## config.mk

```make
export PLATFORM = sky130hd
export DESIGN_NAME = cache_req_arbiter
export DESIGN_NICKNAME = d
export VERILOG_FILES = /design/src/rtl/cache_pkg.sv /design/src/rtl/rr_pick.sv /design/src/rtl/cache_req_arbiter.sv
export SDC_FILE = /design/constraint.sdc
export NUM_CORES = 1
export LEC_CHECK = 0
export BUFFER_PORTS_ARGS = -buffer_cell sky130_fd_sc_hd__buf_2
export CAP_MARGIN = 40
export CORE_UTILIZATION = 30
export DETAILED_ROUTE_END_ITERATION = 7
export PLACE_DENSITY_LB_ADDON = 0.1
export SETUP_SLACK_MARGIN = 0.15
export SYNTH_ARGS = -nofsm -noshare
export SYNTH_HDL_FRONTEND = slang
export SYNTH_SLANG_ARGS = --single-unit
```

## constraint.sdc

```tcl
create_clock -name clk -period 7.4 [get_ports clk]
set_input_delay 1.48 -clock clk [delete_from_list [all_inputs] [get_ports clk]]
set_output_delay 1.48 -clock clk [all_outputs]
set_load 0.1 [all_outputs]
```

## src/rtl/cache_pkg.sv

```systemverilog
// Shared types and constants for the cache request arbiter slice.
// Address layout is tag | set | offset.
package cache_pkg;

  localparam int ADDR_W = 16;
  localparam int TAG_W  = 10;
  localparam int SET_W  = 4;
  localparam int OFF_W  = 2;
  localparam int CNT_W  = 14;

  typedef enum logic [1:0] {
    ST_IDLE  = 2'd0,
    ST_ISSUE = 2'd1,
    ST_WAIT  = 2'd2
  } state_t;

  function automatic logic [CNT_W-1:0] sat_inc(
    input logic [CNT_W-1:0] v
  );
    return (&v) ? v : v + 1'b1;
  endfunction

endpackage

```

## src/rtl/rr_pick.sv

```systemverilog
// Rotating-priority encoder: the first valid bit at or after the
// pointer (wrapping) wins.
module rr_pick #(
  parameter int N  = 4,
  parameter int PW = $clog2(N)
) (
  input  logic [N-1:0]  i_valid,
  input  logic [PW-1:0] i_ptr,
  output logic [N-1:0]  o_grant,
  output logic [PW-1:0] o_idx,
  output logic          o_any
);

  logic [PW-1:0] w_k;

  // Walk offsets from far to near so the nearest hit is written last.
  always_comb begin
    w_k     = '0;
    o_grant = '0;
    o_idx   = '0;
    o_any   = 1'b0;
    for (int i = N - 1; i >= 0; i--) begin
      w_k = i_ptr + PW'(i);
      if (i_valid[w_k]) begin
        o_grant = N'(1) << w_k;
        o_idx   = w_k;
        o_any   = 1'b1;
      end
    end
  end

endmodule

```

## src/rtl/cache_req_arbiter.sv

```systemverilog
// Round-robin front end sharing one cache controller between
// several requesters, with completion timeout and hit/miss counters.
module cache_req_arbiter
  import cache_pkg::*;
#(
  parameter int NUM_REQ = 4,
  parameter int ADDR_W  = cache_pkg::ADDR_W,
  parameter int TIMEOUT = 64
) (
  input  logic                      clk,
  input  logic                      reset,
  input  logic [NUM_REQ-1:0]        req_valid,
  input  logic [NUM_REQ-1:0]        req_rw,
  input  logic [NUM_REQ*ADDR_W-1:0] req_addr,
  output logic [NUM_REQ-1:0]        req_ready,
  output logic                      cache_req_valid,
  output logic                      cache_req_rw,
  output logic [ADDR_W-1:0]         cache_req_addr,
  input  logic                      cache_req_ready,
  input  logic                      cache_done,
  input  logic                      cache_hit,
  output logic [NUM_REQ-1:0]        rsp_valid,
  output logic                      rsp_hit,
  output logic                      rsp_err,
  output logic [CNT_W-1:0]          hit_count,
  output logic [CNT_W-1:0]          miss_count,
  output logic                      busy
);

  localparam int PW = $clog2(NUM_REQ);
  localparam int TW = $clog2(TIMEOUT);

  state_t              r_state;
  logic [PW-1:0]       r_ptr;
  logic [PW-1:0]       r_id;
  logic [TW-1:0]       r_timer;
  logic                r_cvalid;
  logic                r_rw;
  logic [ADDR_W-1:0]   r_addr;
  logic [NUM_REQ-1:0]  r_rsp_v;
  logic                r_rsp_hit;
  logic                r_rsp_err;
  logic [CNT_W-1:0]    r_hit;
  logic [CNT_W-1:0]    r_miss;

  logic [NUM_REQ-1:0]  w_grant;
  logic [PW-1:0]       w_idx;
  logic                w_any;
  logic [NUM_REQ-1:0]  w_id_oh;
  logic                w_idle;

  rr_pick #(
    .N  (NUM_REQ),
    .PW (PW)
  ) u_pick (
    .i_valid (req_valid),
    .i_ptr   (r_ptr),
    .o_grant (w_grant),
    .o_idx   (w_idx),
    .o_any   (w_any)
  );

  // Gate with reset so ready is quiet while reset is held.
  assign w_idle    = (r_state == ST_IDLE) && reset;
  assign req_ready = w_idle ? w_grant : '0;
  assign w_id_oh   = NUM_REQ'(1) << r_id;

  always_ff @(posedge clk or negedge reset) begin
    if (!reset) begin
      r_state   <= ST_IDLE;
      r_ptr     <= '0;
      r_id      <= '0;
      r_timer   <= '0;
      r_cvalid  <= 1'b0;
      r_rw      <= 1'b0;
      r_addr    <= '0;
      r_rsp_v   <= '0;
      r_rsp_hit <= 1'b0;
      r_rsp_err <= 1'b0;
      r_hit     <= '0;
      r_miss    <= '0;
    end else begin
      r_rsp_v   <= '0;
      r_rsp_hit <= 1'b0;
      r_rsp_err <= 1'b0;
      unique case (r_state)
        ST_IDLE: begin
          if (w_any) begin
            r_id     <= w_idx;
            r_rw     <= req_rw[w_idx];
            r_addr   <= req_addr[w_idx*ADDR_W +: ADDR_W];
            r_cvalid <= 1'b1;
            r_state  <= ST_ISSUE;
          end
        end
        ST_ISSUE: begin
          if (cache_req_ready) begin
            r_cvalid <= 1'b0;
            r_timer  <= '0;
            r_state  <= ST_WAIT;
          end
        end
        ST_WAIT: begin
          if (cache_done) begin
            r_rsp_v   <= w_id_oh;
            r_rsp_hit <= cache_hit;
            if (cache_hit) r_hit <= sat_inc(r_hit);
            else           r_miss <= sat_inc(r_miss);
            r_ptr   <= r_id + PW'(1);
            r_state <= ST_IDLE;
          end else if (r_timer == TW'(TIMEOUT - 1)) begin
            r_rsp_v   <= w_id_oh;
            r_rsp_err <= 1'b1;
            r_ptr     <= r_id + PW'(1);
            r_state   <= ST_IDLE;
          end else begin
            r_timer <= r_timer + 1'b1;
          end
        end
        default: r_state <= ST_IDLE;
      endcase
    end
  end

  assign cache_req_valid = r_cvalid;
  assign cache_req_rw    = r_rw;
  assign cache_req_addr  = r_addr;
  assign rsp_valid       = r_rsp_v;
  assign rsp_hit         = r_rsp_hit;
  assign rsp_err         = r_rsp_err;
  assign hit_count       = r_hit;
  assign miss_count      = r_miss;
  assign busy            = (r_state != ST_IDLE);

endmodule

```

After elaboration in Yosys (flattened, before gate mapping)

Index checks and enable logic that the tools add are counted.

Register bits after elaboration: 64
Input bits: 77
Output and inout port bits: 57

Add/sub/neg operators: 7
Magnitude comparators: 5
Equal/unequal tests: 8
Shifts and indexed selects: 6
Multiplexer cells: 45
Bitwise operators: 3
Reductions and logical operators: 15

Operator list:

| kind                  | count |
|---|---|
| $shiftx 64x7->16      | 1 |
| $mux 4                | 8 |
| $add 14x1->14 const B | 2 |
| $reduce_and 14->1     | 2 |
| $mux 2                | 10 |
| $shl 1x2->4 const A   | 5 |
| $mux 6                | 3 |
| $mux 1                | 16 |
| $lt 2x3->1 const B    | 5 |
| $pmux 6 s2            | 1 |
| $reduce_and 4->1      | 3 |
| $bmux 1 s2            | 5 |
| $reduce_bool 2->1     | 4 |
| $add 6x1->6 const B   | 1 |
| $eq 6x6->1 const B    | 1 |
| $ne 2x2->1 const B    | 3 |
| $pmux 2 s3            | 1 |
| $reduce_and 3->1      | 2 |
| $add 2x1->2 const B   | 2 |
| $add 2x2->2 const B   | 2 |
| $reduce_and 2->1      | 2 |
| $ne 3x3->1 const B    | 1 |
| $not 1->1             | 3 |
| $eq 2x1->1 const B    | 1 |
| 5 further kinds       | 5 |

Depth between registers and ports, before layout

Gate-level depths: netlist (run 1).

Depth in word-level cells: 9
Gate-level depth with buffers: 11
Mapped depth without buffers: 8

Modules after synthesis

Synthesis (run 1) repeated with hierarchy kept, for this count alone.

Cell total of the unflattened synthesis: 328
Area total of the unflattened synthesis: 3827.4 sq um

By module, submodules not included:

| module            | instances | cells each | area each (sq um) | seq. area each (sq um) |
|---|---|---|---|---|
| cache_req_arbiter | 1         | 267        | 3318.2            | 1601.5 |
| rr_pick           | 1         | 61         | 509.2             | 0.0 |

Worst setup path after synthesis (run 1)

OpenSTA, ideal clock, no wires.

Path kind: input -> output
Start point: in req_valid[1]
End point: out req_ready[0]
Arrival: 3845 ps
Data required time: 5920 ps
Slack: 2075 ps
Stages: 6
Cells stage by stage: mux4_2 -> nor2b_1 -> a22oi_1 -> o21ai_0 -> mux2i_1 -> nor2_1

Word-level cells in the longest chain between the ends: 7

RTL lines:

| item                         | line                    | source |
|---|---|---|
| start: declaration           | cache_req_arbiter.sv:12 | `input logic [NUM_REQ-1:0] req_valid,` |
| $bmux 1 s2                   | rr_pick.sv:24           | `if (i_valid[w_k]) begin` |
| $mux 1 (not written as such) | rr_pick.sv:24           |  |
| $mux 4 (3 in a row)          | rr_pick.sv:24           |  |
| $mux 4 *                     | rr_pick.sv:24           |  |
| $mux 4 *                     | cache_req_arbiter.sv:65 | `assign req_ready = w_idle ? w_grant : '0;` |
| end: declaration             | cache_req_arbiter.sv:15 | `output logic [NUM_REQ-1:0] req_ready,` |

Every way passes the cells marked *; elsewhere a longest branch is shown, timed or not. The select of a mux whose other input is x is not followed.

Final worst setup path (run 1)

Start point: reg r_ptr[0]
End point: out req_ready[3]

Word-level cells in the longest chain between the ends: 8

RTL lines:

| item                         | line                     | source |
|---|---|---|
| start: declaration           | cache_req_arbiter.sv:34  | `logic [PW-1:0] r_ptr;` |
| start signal: assignment     | cache_req_arbiter.sv:109 | `r_ptr <= r_id + PW'(1);` |
| start signal: assignment     | cache_req_arbiter.sv:114 | `r_ptr <= r_id + PW'(1);` |
| $add 2x2->2                  | rr_pick.sv:23            | `w_k = i_ptr + PW'(i);` |
| $bmux 1 s2                   | rr_pick.sv:24            |  |
| $mux 1 (not written as such) | rr_pick.sv:24            |  |
| $mux 4 (3 in a row)          | rr_pick.sv:24            |  |
| $mux 4 *                     | rr_pick.sv:24            |  |
| $mux 4 *                     | cache_req_arbiter.sv:65  |  |

Marks and branches as above.

==> results by group, run 1 <==
Status
  – Status: completed

Die
  – Die height: 118 um
  – Placement row count: 42
  – Die ar.: 14000 sq um
  – Die Span X: 118 um
  – Io pins: between 100 and 150
  – Core Area: 13200 sq um
  – Starting Density: 30.7%

CTS
  – Post-cts sizing count: 0
  – TritonCTS clock tree: built
  – Number of buffers created by CTS: 9
  – Setup bufs post-CTS: 0
  – Clk sink count: 64
  – Total number of H-tree levels: 3
  – Hold-fix buffers at CTS: 0
  – Clock transition at the registers of the reported paths: 0.05 ns
  – Clock latency on the worst-skew pair: approximately 0.32 ns
  – Max clock buf depth: 2
  – Root Buffer: clkbuf_16

Power
  – Post-route total power: 2.52 mW
  – Combinational power share: between 60 and 70%
  – Seq pwr share: 20.4%
  – Clock share of power: 16.4%
  – Internal power: 1.12 mW
  – Switching Power: 1.40 mW
  – LEAKAGE: about 2.5 nW
  – Max IR drop VDD: ~0.00027 V
  – Sw Share: 55.7%
  – Cell area power density: 486 nW/um^2

Place
  – PortBufs: between 100 and 150
  – Routability cong.: 0.803
  – Dpl cell area: 4900 sq um
  – Placed cell count: 728
  – DP HPWL: 8.97 mm

Worst hold path
  – HP Start: cache_req_addr[8]$_DFFE_PN0P_
  – Worst hold path class: reg -> reg
  – Hold depth: 2
  – Worst hold path endpoint: cache_req_addr[8]$_DFFE_PN0P_

Worst setup path
  – RR Startpoint: r_ptr[0]$_DFFE_PN0P_
  – Worst-path fanout max: 30
  – CP peak stage delay: 0.49 ns
  – Cell Chain, Critical Path: buf_4, clkinv_1, ha_1, mux4_2, nor2b_1, a22oi_1, o21ai_0, mux2i_1, nor2_1, buf_2
  – R2R setup slack: around 3.6 ns
  – Crit path launch type: flop
  – CP arrival: ~3.5 ns
  – R2R cell count: 8
  – Worst setup EP type: primary output
  – Critical Path RT: 5.92 ns
  – Slowest cell on crit path: ha_1
  – Type of the worst setup path: reg -> out
  – RR Endpoint: cache_req_addr[11]$_DFFE_PN0P_

Synthesis
  – Syn_area_per_cell: 9.34 sq um
  – YS warnings: 0
  – Synthesized instance count: about 430
  – #FFs+latches synth: 64
  – Net count after synthesis: 525
  – Synth cell types: 42
  – Sequential area share after synthesis: 39.5%
  – Post-Syn Area: 4050 sq um

Final layout
  – Post-Layout Cell Count: 744
  – Ant diodes: 0
  – Fillers: roughly 1400
  – Multi-input logic area: 2300 sq um
  – Layout area overhead: 28.1%
  – Nets: 654
  – Most common cell after layout, fill and taps aside: buf_2
  – Final Util: roughly two fifths
  – Post-route cell area: 5190 sq um
  – Most frequent cells in the layout: 134 x buf_2, 64 x dfrtp_1, 56 x nand2_1, 34 x o31ai_1, 32 x nand3_1
  – Register Area: 1600 sq um
  – Ratio of cells with drive above 1 in the final layout: between 30% and 40%

Route
  – Total number of vias: roughly 3800
  – Drt pass-1 iters: 5
  – Drt wl/cell: around 16 um
  – Post-route ant nets: 0
  – Final wirelength: approximately 12 mm
  – Initial DRC count: 202
  – Via-per-instance ratio: 5.08
  – DR DRC count: 0

Global route
  – First-pass GRT wire length: 19.8 mm
  – GRT busiest layer: met2
  – M3 GR Usage: about 2.6%
  – Grt met1 use: 25.1%
  – All-Layer GR Usage: 18.0%
  – Antenna violations before repair: 0
  – Total congestion overflow: 0
  – M2 GR Usage: a little under 30%
  – Largest net degree at the start of global routing: 54
  – Vias in the first global route: 3679

STA
  – Final period util: 67.9%
  – Setup TNS: 0 ns
  – Finish-stage setup viols: 0
  – RSZ-0062 raised after global routing: no
  – Slew Limit Fails: 0
  – Highest clock rate: 199 MHz
  – Min Clock Period, post-route: 5.02 ns
  – Worst clock skew: between 0.003 and 0.004 ns
  – Relative slew slack: around two fifths
  – Worst slew pin tran: 0.871 ns
  – Fin. Hold Viols: 0

Run
  – Max-cap violations: 0
==> registers in the layout, indices dropped and copies added, names as in the netlist <==
name             count
cache_req_addr      16
cache_req_rw         1
cache_req_valid      1
hit_count           14
miss_count          14
r_id                 2
r_ptr                2
r_state              2
r_timer              6
rsp_err              1
rsp_hit              1
rsp_valid            4
==> final cells by class <==
class / instances / share of cell area (%)
multi-input combinational: 338 / 44.3
sequential: 64 / 30.8
timing repair buffer: 140 / 14.3
clock buffer: 10 / 4.41
tap: 176 / 4.24
clock inverter: 6 / 1.16
inverter: 10 / 0.723
==> per-layer routing <==
metal  wire (um)  part of all wire [%]
met1        5770                    47
met2        5810                    48
met3         515                   4.2
met4         104                  0.85
met5           0                     0
==> per-stage QoR <==
stage               hold WS, ns  worst slack, ns
CTS                       0.473             2.37
floorplan                 0.489             2.07
global route              0.498             2.07
global placement          0.458             2.59
finish                    0.467             2.38
detailed placement        0.460             2.47
==> synth_stat cells <==
library cell  instances  share of area, %
a21oi_1              11               1.4
dfrtp_1              64                40
and2_1                5              0.77
o21ai_0              15               1.9
buf_6                 3              0.83
and3_1                8               1.2
nor2b_4               1              0.34
a221oi_1              6               1.3
clkbuf_1             13               1.2
and4_1                2              0.43
nor2_2                1              0.15
nor2_4                1              0.28
a211oi_2              1              0.31
o31ai_1              34               6.3
xor2_1               11               2.4
clkinv_1              1             0.093
nand4_1              10               1.5
nand2_1              56               5.2
nand3_1              32               4.0
o21a_1                2              0.37
nand2b_1              4              0.62
ha_1                 14               4.3
mux2_2               13               3.6
or2_2                 1              0.15
inv_1                 9              0.83
nor3_1                2              0.25
mux4_2                3               1.7
mux2i_1               8               2.0
a21o_1               10               1.9
a31oi_1               2              0.31
buf_2                 6              0.74
o21a_4                1              0.37
o32ai_1               1              0.22
or4b_1                1              0.25
or2_1                 1              0.15
nor2_1               25               2.3
a221o_1               1              0.25
xnor2_1              19               4.1
nor2b_1               2              0.31
a211oi_1             12               2.2
or4_1                17               3.1
a22oi_1               5              0.93
==> power by group through the flow <==
stage                     Sequential, mW  Combinational, mW  Clock [mW]
after floorplan                    0.996              0.805           0
after global placement             0.521               1.57           0
after detailed placement           0.523               1.60           0
after CTS                          0.517               1.61       0.424
after global routing               0.532               1.71       0.442
final                              0.516               1.59       0.414
==> kinds of logic (layout without fill, tap and decap cells) <==
group | after synthesis | count (layout) | synth area share [%]
mux | 24 | 24 | 7.26
simple gates | 169 | 169 | 21.1
buf+inv | 32 | 166 | 3.70
flops | 64 | 64 | 39.5
compound gates | 101 | 101 | 17.6
xor+xnor | 30 | 30 | 6.48
fa+ha+maj | 14 | 14 | 4.32
==> worst max path at each step <==
stage,from,end,slack (ns),cells past startpoint
CTS,r_ptr[0]$_DFFE_PN0P_,req_ready[3],2.37,10
finish,r_ptr[0]$_DFFE_PN0P_,req_ready[3],2.38,10
detailed placement,req_valid[1],req_ready[3],2.47,8
global route,r_ptr[0]$_DFFE_PN0P_,req_ready[3],2.07,10
global placement,req_valid[1],req_ready[2],2.59,8
floorplan,req_valid[1],req_ready[0],2.07,6
==> worst max-delay path, delay by kind of cell, from the launching register on <==
family                     cells  cell delay, ns
and+or+nand+nor                2            0.42
AOI/OAI and AO/OA              2            0.33
muxes                          2            0.50
DFF                            1            0.32
adders and majority gates      1            0.49
buffers and inverters          3            1.17
Power figures use the tool's default switching activity.
==> run 2, diff against run 1 <==
--- a/config.mk
+++ b/config.mk
@@ -5,6 +5,7 @@
 export SDC_FILE = /design/constraint.sdc
 export NUM_CORES = 1
 export LEC_CHECK = 0
+export ABC_AREA = 1
 export BUFFER_PORTS_ARGS = -buffer_cell sky130_fd_sc_hd__buf_2
 export CAP_MARGIN = 40
 export CORE_UTILIZATION = 30
==> constraint.sdc (replaced) <==
create_clock -name clk -period 4.4 [get_ports clk]
set_input_delay 0.88 -clock clk [delete_from_list [all_inputs] [get_ports clk]]
set_output_delay 0.88 -clock clk [all_outputs]
set_load 0.1 [all_outputs]
==> results by group, run 2 <==
Status
  – Status: completed

Worst setup path
  – RR Endpoint: cache_req_addr[15]$_DFFE_PN0P_
  – Worst setup EP type: primary output
  – Worst-path fanout max: 11 (-63%)
  – RR Startpoint: r_ptr[0]$_DFFE_PN0P_
  – Type of the worst setup path: reg -> out
  – Instance count on the critical path: 10 (unchanged)
  – CP Buf/Inv Count: 3 (unchanged)
  – R2R setup slack: 1.09 ns (-2.47 ns)
  – Crit path launch type: flop
  – Cell Chain, Critical Path: inv_4, ha_1, inv_1, nand3_1, nand2_1, nand2_2, o221ai_1, o21ai_0, a21oi_1, buf_2
  – Slowest cell on crit path: dfrtp_1
  – CP peak stage delay: 0.60 ns (+0.11 ns)
  – Critical Path RT: 3.52 ns (-2.40 ns)
  – CP arrival: 2.70 ns (-0.84 ns)
  – CP delay by family, top: buffers and inverters
  – R2R cell count: 13 (+5)

Final layout
  – Ratio of cells with drive above 1 in the final layout: 25.8% (-5.4 points)
  – Fillers: 1432 (+3.7%)
  – Ant diodes: 0 (unchanged)
  – Multi-input logic area: 1990 sq um (-14%)
  – Layout area overhead: 27.9%
  – Final Util: 39.3% (-0.076 points)
  – Most frequent cells in the layout: 151 x nand2_1, 133 x buf_2, 90 x inv_1, 77 x nand3_1, 64 x dfrtp_1
  – Max reg flops: 16 (unchanged)
  – Post-Layout Cell Count: 866 (+16%)
  – Nets: 776 (+19%)
  – Most common cell after layout, fill and taps aside: nand2_1
  – Register Area: 1600 sq um (unchanged)

Global route
  – Total congestion overflow: 0 (unchanged)
  – Antenna violations before repair: 0 (unchanged)
  – First-pass GRT wire length: 17.7 mm (-10%)
  – M3 GR Usage: 4.44% (+1.8 points)
  – M2 GR Usage: 25.9% (-3.3 points)
  – Vias in the first global route: 3815 (+3.7%)
  – GRT busiest layer: met2
  – All-Layer GR Usage: 15.6% (-2.4 points)
  – Grt met1 use: 19.7% (-5.4 points)
  – Largest net degree at the start of global routing: 43 (-20%)

STA
  – Highest clock rate: 280 MHz
  – Worst clock skew: 0.00505 ns (+0.00121 ns)
  – Min Clock Period, post-route: 3.58 ns
  – Setup TNS: 0 ns (unchanged)
  – Relative slew slack: 54.7% (+13 points)
  – Final period util: 81.3%
  – Fin. Hold Viols: 0 (unchanged)
  – Setup ws final: 0.825 ns (-1.55 ns)
  – Worst slew pin tran: 0.678 ns (-0.193 ns)
  – RSZ-0062 raised after global routing: no
  – Slew Limit Fails: 0 (unchanged)
  – Finish-stage setup viols: 0 (unchanged)

Synthesis
  – Most frequent cell after synthesis: nand2_1
  – Post-synth top cells: 151 x nand2_1, 90 x inv_1, 77 x nand3_1
  – Sequential area share after synthesis: 39.5% (unchanged)
  – Synth cell types: 37 (-12%)
  – #FFs+latches synth: 64 (unchanged)
  – Post-synth top flop: dfrtp_1
  – Synth area leaders: dfrtp_1 40%, nand2_1 14%, nand3_1 9.5%, inv_1 8.3%, ha_1 4.3%
  – Post-Syn Area: 4050 sq um (unchanged)
  – Yosys top cell by area: dfrtp_1
  – Area share of the leading cell type in the synthesized netlist: 39.5% (unchanged)
  – Number of synthesized flops with an enable pin: 0 (unchanged)
  – YS warnings: 0 (unchanged)
  – Net count after synthesis: 644 (+23%)
  – Ys async rst share: 100% (unchanged)
  – Syn_area_per_cell: 7.33 sq um (-22%)
  – Synthesized instance count: 553 (+27%)

Worst hold path
  – Worst hold path endpoint: cache_req_addr[13]$_DFFE_PN0P_
  – Worst hold path class: reg -> reg
  – HP Start: cache_req_addr[13]$_DFFE_PN0P_
  – Hold depth: 2 (unchanged)

Route
  – Via-per-instance ratio: 4.52 (-11%)
  – Initial DRC count: 156 (-23%)
  – Final wirelength: 10.5 mm (-14%)
  – DR DRC count: 0 (unchanged)
  – Drt pass-1 iters: 6 (+1)
  – Post-route ant nets: 0 (unchanged)
  – Drt wl/cell: 12.1 um (-26%)
  – Total number of vias: 3913 (+3.4%)

Die
  – Io pins: 134 (unchanged)
  – Core Area: 13200 sq um (unchanged)
  – Die Span X: 118 um (unchanged)
  – Placement row count: 42 (unchanged)
  – Starting Density: 30.7% (unchanged)
  – Die height: 118 um (unchanged)
  – Die ar.: 14000 sq um (unchanged)

CTS
  – Clock transition at the registers of the reported paths: 0.05 ns (about the same)
  – TritonCTS clock tree: built
  – Max clock buf depth: 2 (unchanged)
  – Post-cts sizing count: 0 (unchanged)
  – Number of buffers created by CTS: 9 (unchanged)
  – Root Buffer: clkbuf_16
  – Total number of H-tree levels: 3 (unchanged)
  – Clk sink count: 64 (unchanged)
  – Hold-fix buffers at CTS: 0 (unchanged)
  – Setup bufs post-CTS: 0 (unchanged)
  – Clock latency on the worst-skew pair: 0.32 ns (about the same)

Place
  – DP HPWL: 7.90 mm (-12%)
  – Pre-CTS setup slack: 1.09 ns (-1.38 ns)
  – Placed cell count: 850 (+17%)
  – PortBufs: 133 (unchanged)
  – Routability cong.: 0.844 (+5.1%)

Power
  – Cell area power density: 818 nW/um^2 (+68%)
  – LEAKAGE: 3.00 nW (+20%)
  – Max IR drop VDD: 0.000721 V (+170%)

Run
  – Max-cap violations: 0 (unchanged)
-- run 2: changes by cell type after synthesis, sizes merged, moves of 10 or more --
| cell | before | now |
|---|---|---|
| a211oi | 13 | 1 |
| nand2 | 56 | 162 |
| inv | 9 | 96 |
| mux2 | 13 | 0 |
| nand3 | 32 | 79 |
| or4 | 17 | 0 |
| o31ai | 34 | 1 |
| a21o | 10 | 0 |
| nand3b | 0 | 15 |
| clkbuf | 13 | 2 |
-- run 2: how the worst max path moves through the flow --
stage	startpoint	endpoint	slack (ns)
after floorplan	req_valid[3]	req_ready[0]	0.48
after global placement	req_valid[3]	cache_req_addr[15]$_DFFE_PN0P_	1.18
after detailed placement	req_valid[3]	req_ready[3]	1.09
after CTS	r_ptr[0]$_DFFE_PN0P_	req_ready[3]	0.83
after global routing	r_ptr[0]$_DFFE_PN0P_	req_ready[0]	0.63
final	r_ptr[0]$_DFFE_PN0P_	req_ready[0]	0.82
-- run 2: logic make-up after synthesis --
family / after synthesis / synth area share [%]
buffers and inverters: 113 / 11.6
muxes: 1 / 0.247
adders and majority gates: 14 / 4.32
and+or+nand+nor: 306 / 34.4
xor gates and xnor gates: 26 / 5.62
AOI/OAI and AO/OA: 29 / 4.32
DFF: 64 / 39.5
-- run 2: per-layer routing --
layer	vias up	share of wire [%]
li1	1997	-
met1	1803	46
met2	101	47
met3	12	5.3
met4	0	1.4
met5	-	0
-- run 2: area by class of cell --
cell class                 instances  area share, %
clock inverter                     6           1.16
clock buffer                      10           4.42
multi-input combinational        376           38.3
timing repair buffer             138           14.0
sequential                        64           30.9
tap                              176           4.25
inverter                          96           7.00
-- run 2: worst reg2reg max path, stage by stage (launching register included) --
cell     delay, ns
dfrtp_1       0.60
inv_4         0.12
ha_1          0.36
inv_1         0.10
nand3_1       0.13
nand2_2       0.13
inv_2         0.08
nand2_2       0.07
nand2_1       0.07
nand2_2       0.43
nand2_2       0.56
or2_1         0.39
nand3_1       0.08
nand3_1       0.07
-- run 2: report_power, final --
part / internal, mW / switching (mW) / leakage (nW) / total, mW
Sequential: 0.745 / 0.121 / 0.825 / 0.866
Clock: 0.435 / 0.255 / 0.138 / 0.690
Combinational: 0.609 / 2.07 / 2.04 / 2.68
-- run 2: through the flow --
step	instance area [sq um]	power (mW)	hold WS [ns]
after global placement	4870	3.54	0.463
after floorplan	4060	3.11	0.479
after CTS	5180	4.28	0.477
final	5180	4.24	0.471
after detailed placement	4890	3.57	0.460
after global routing	5180	4.58	0.498
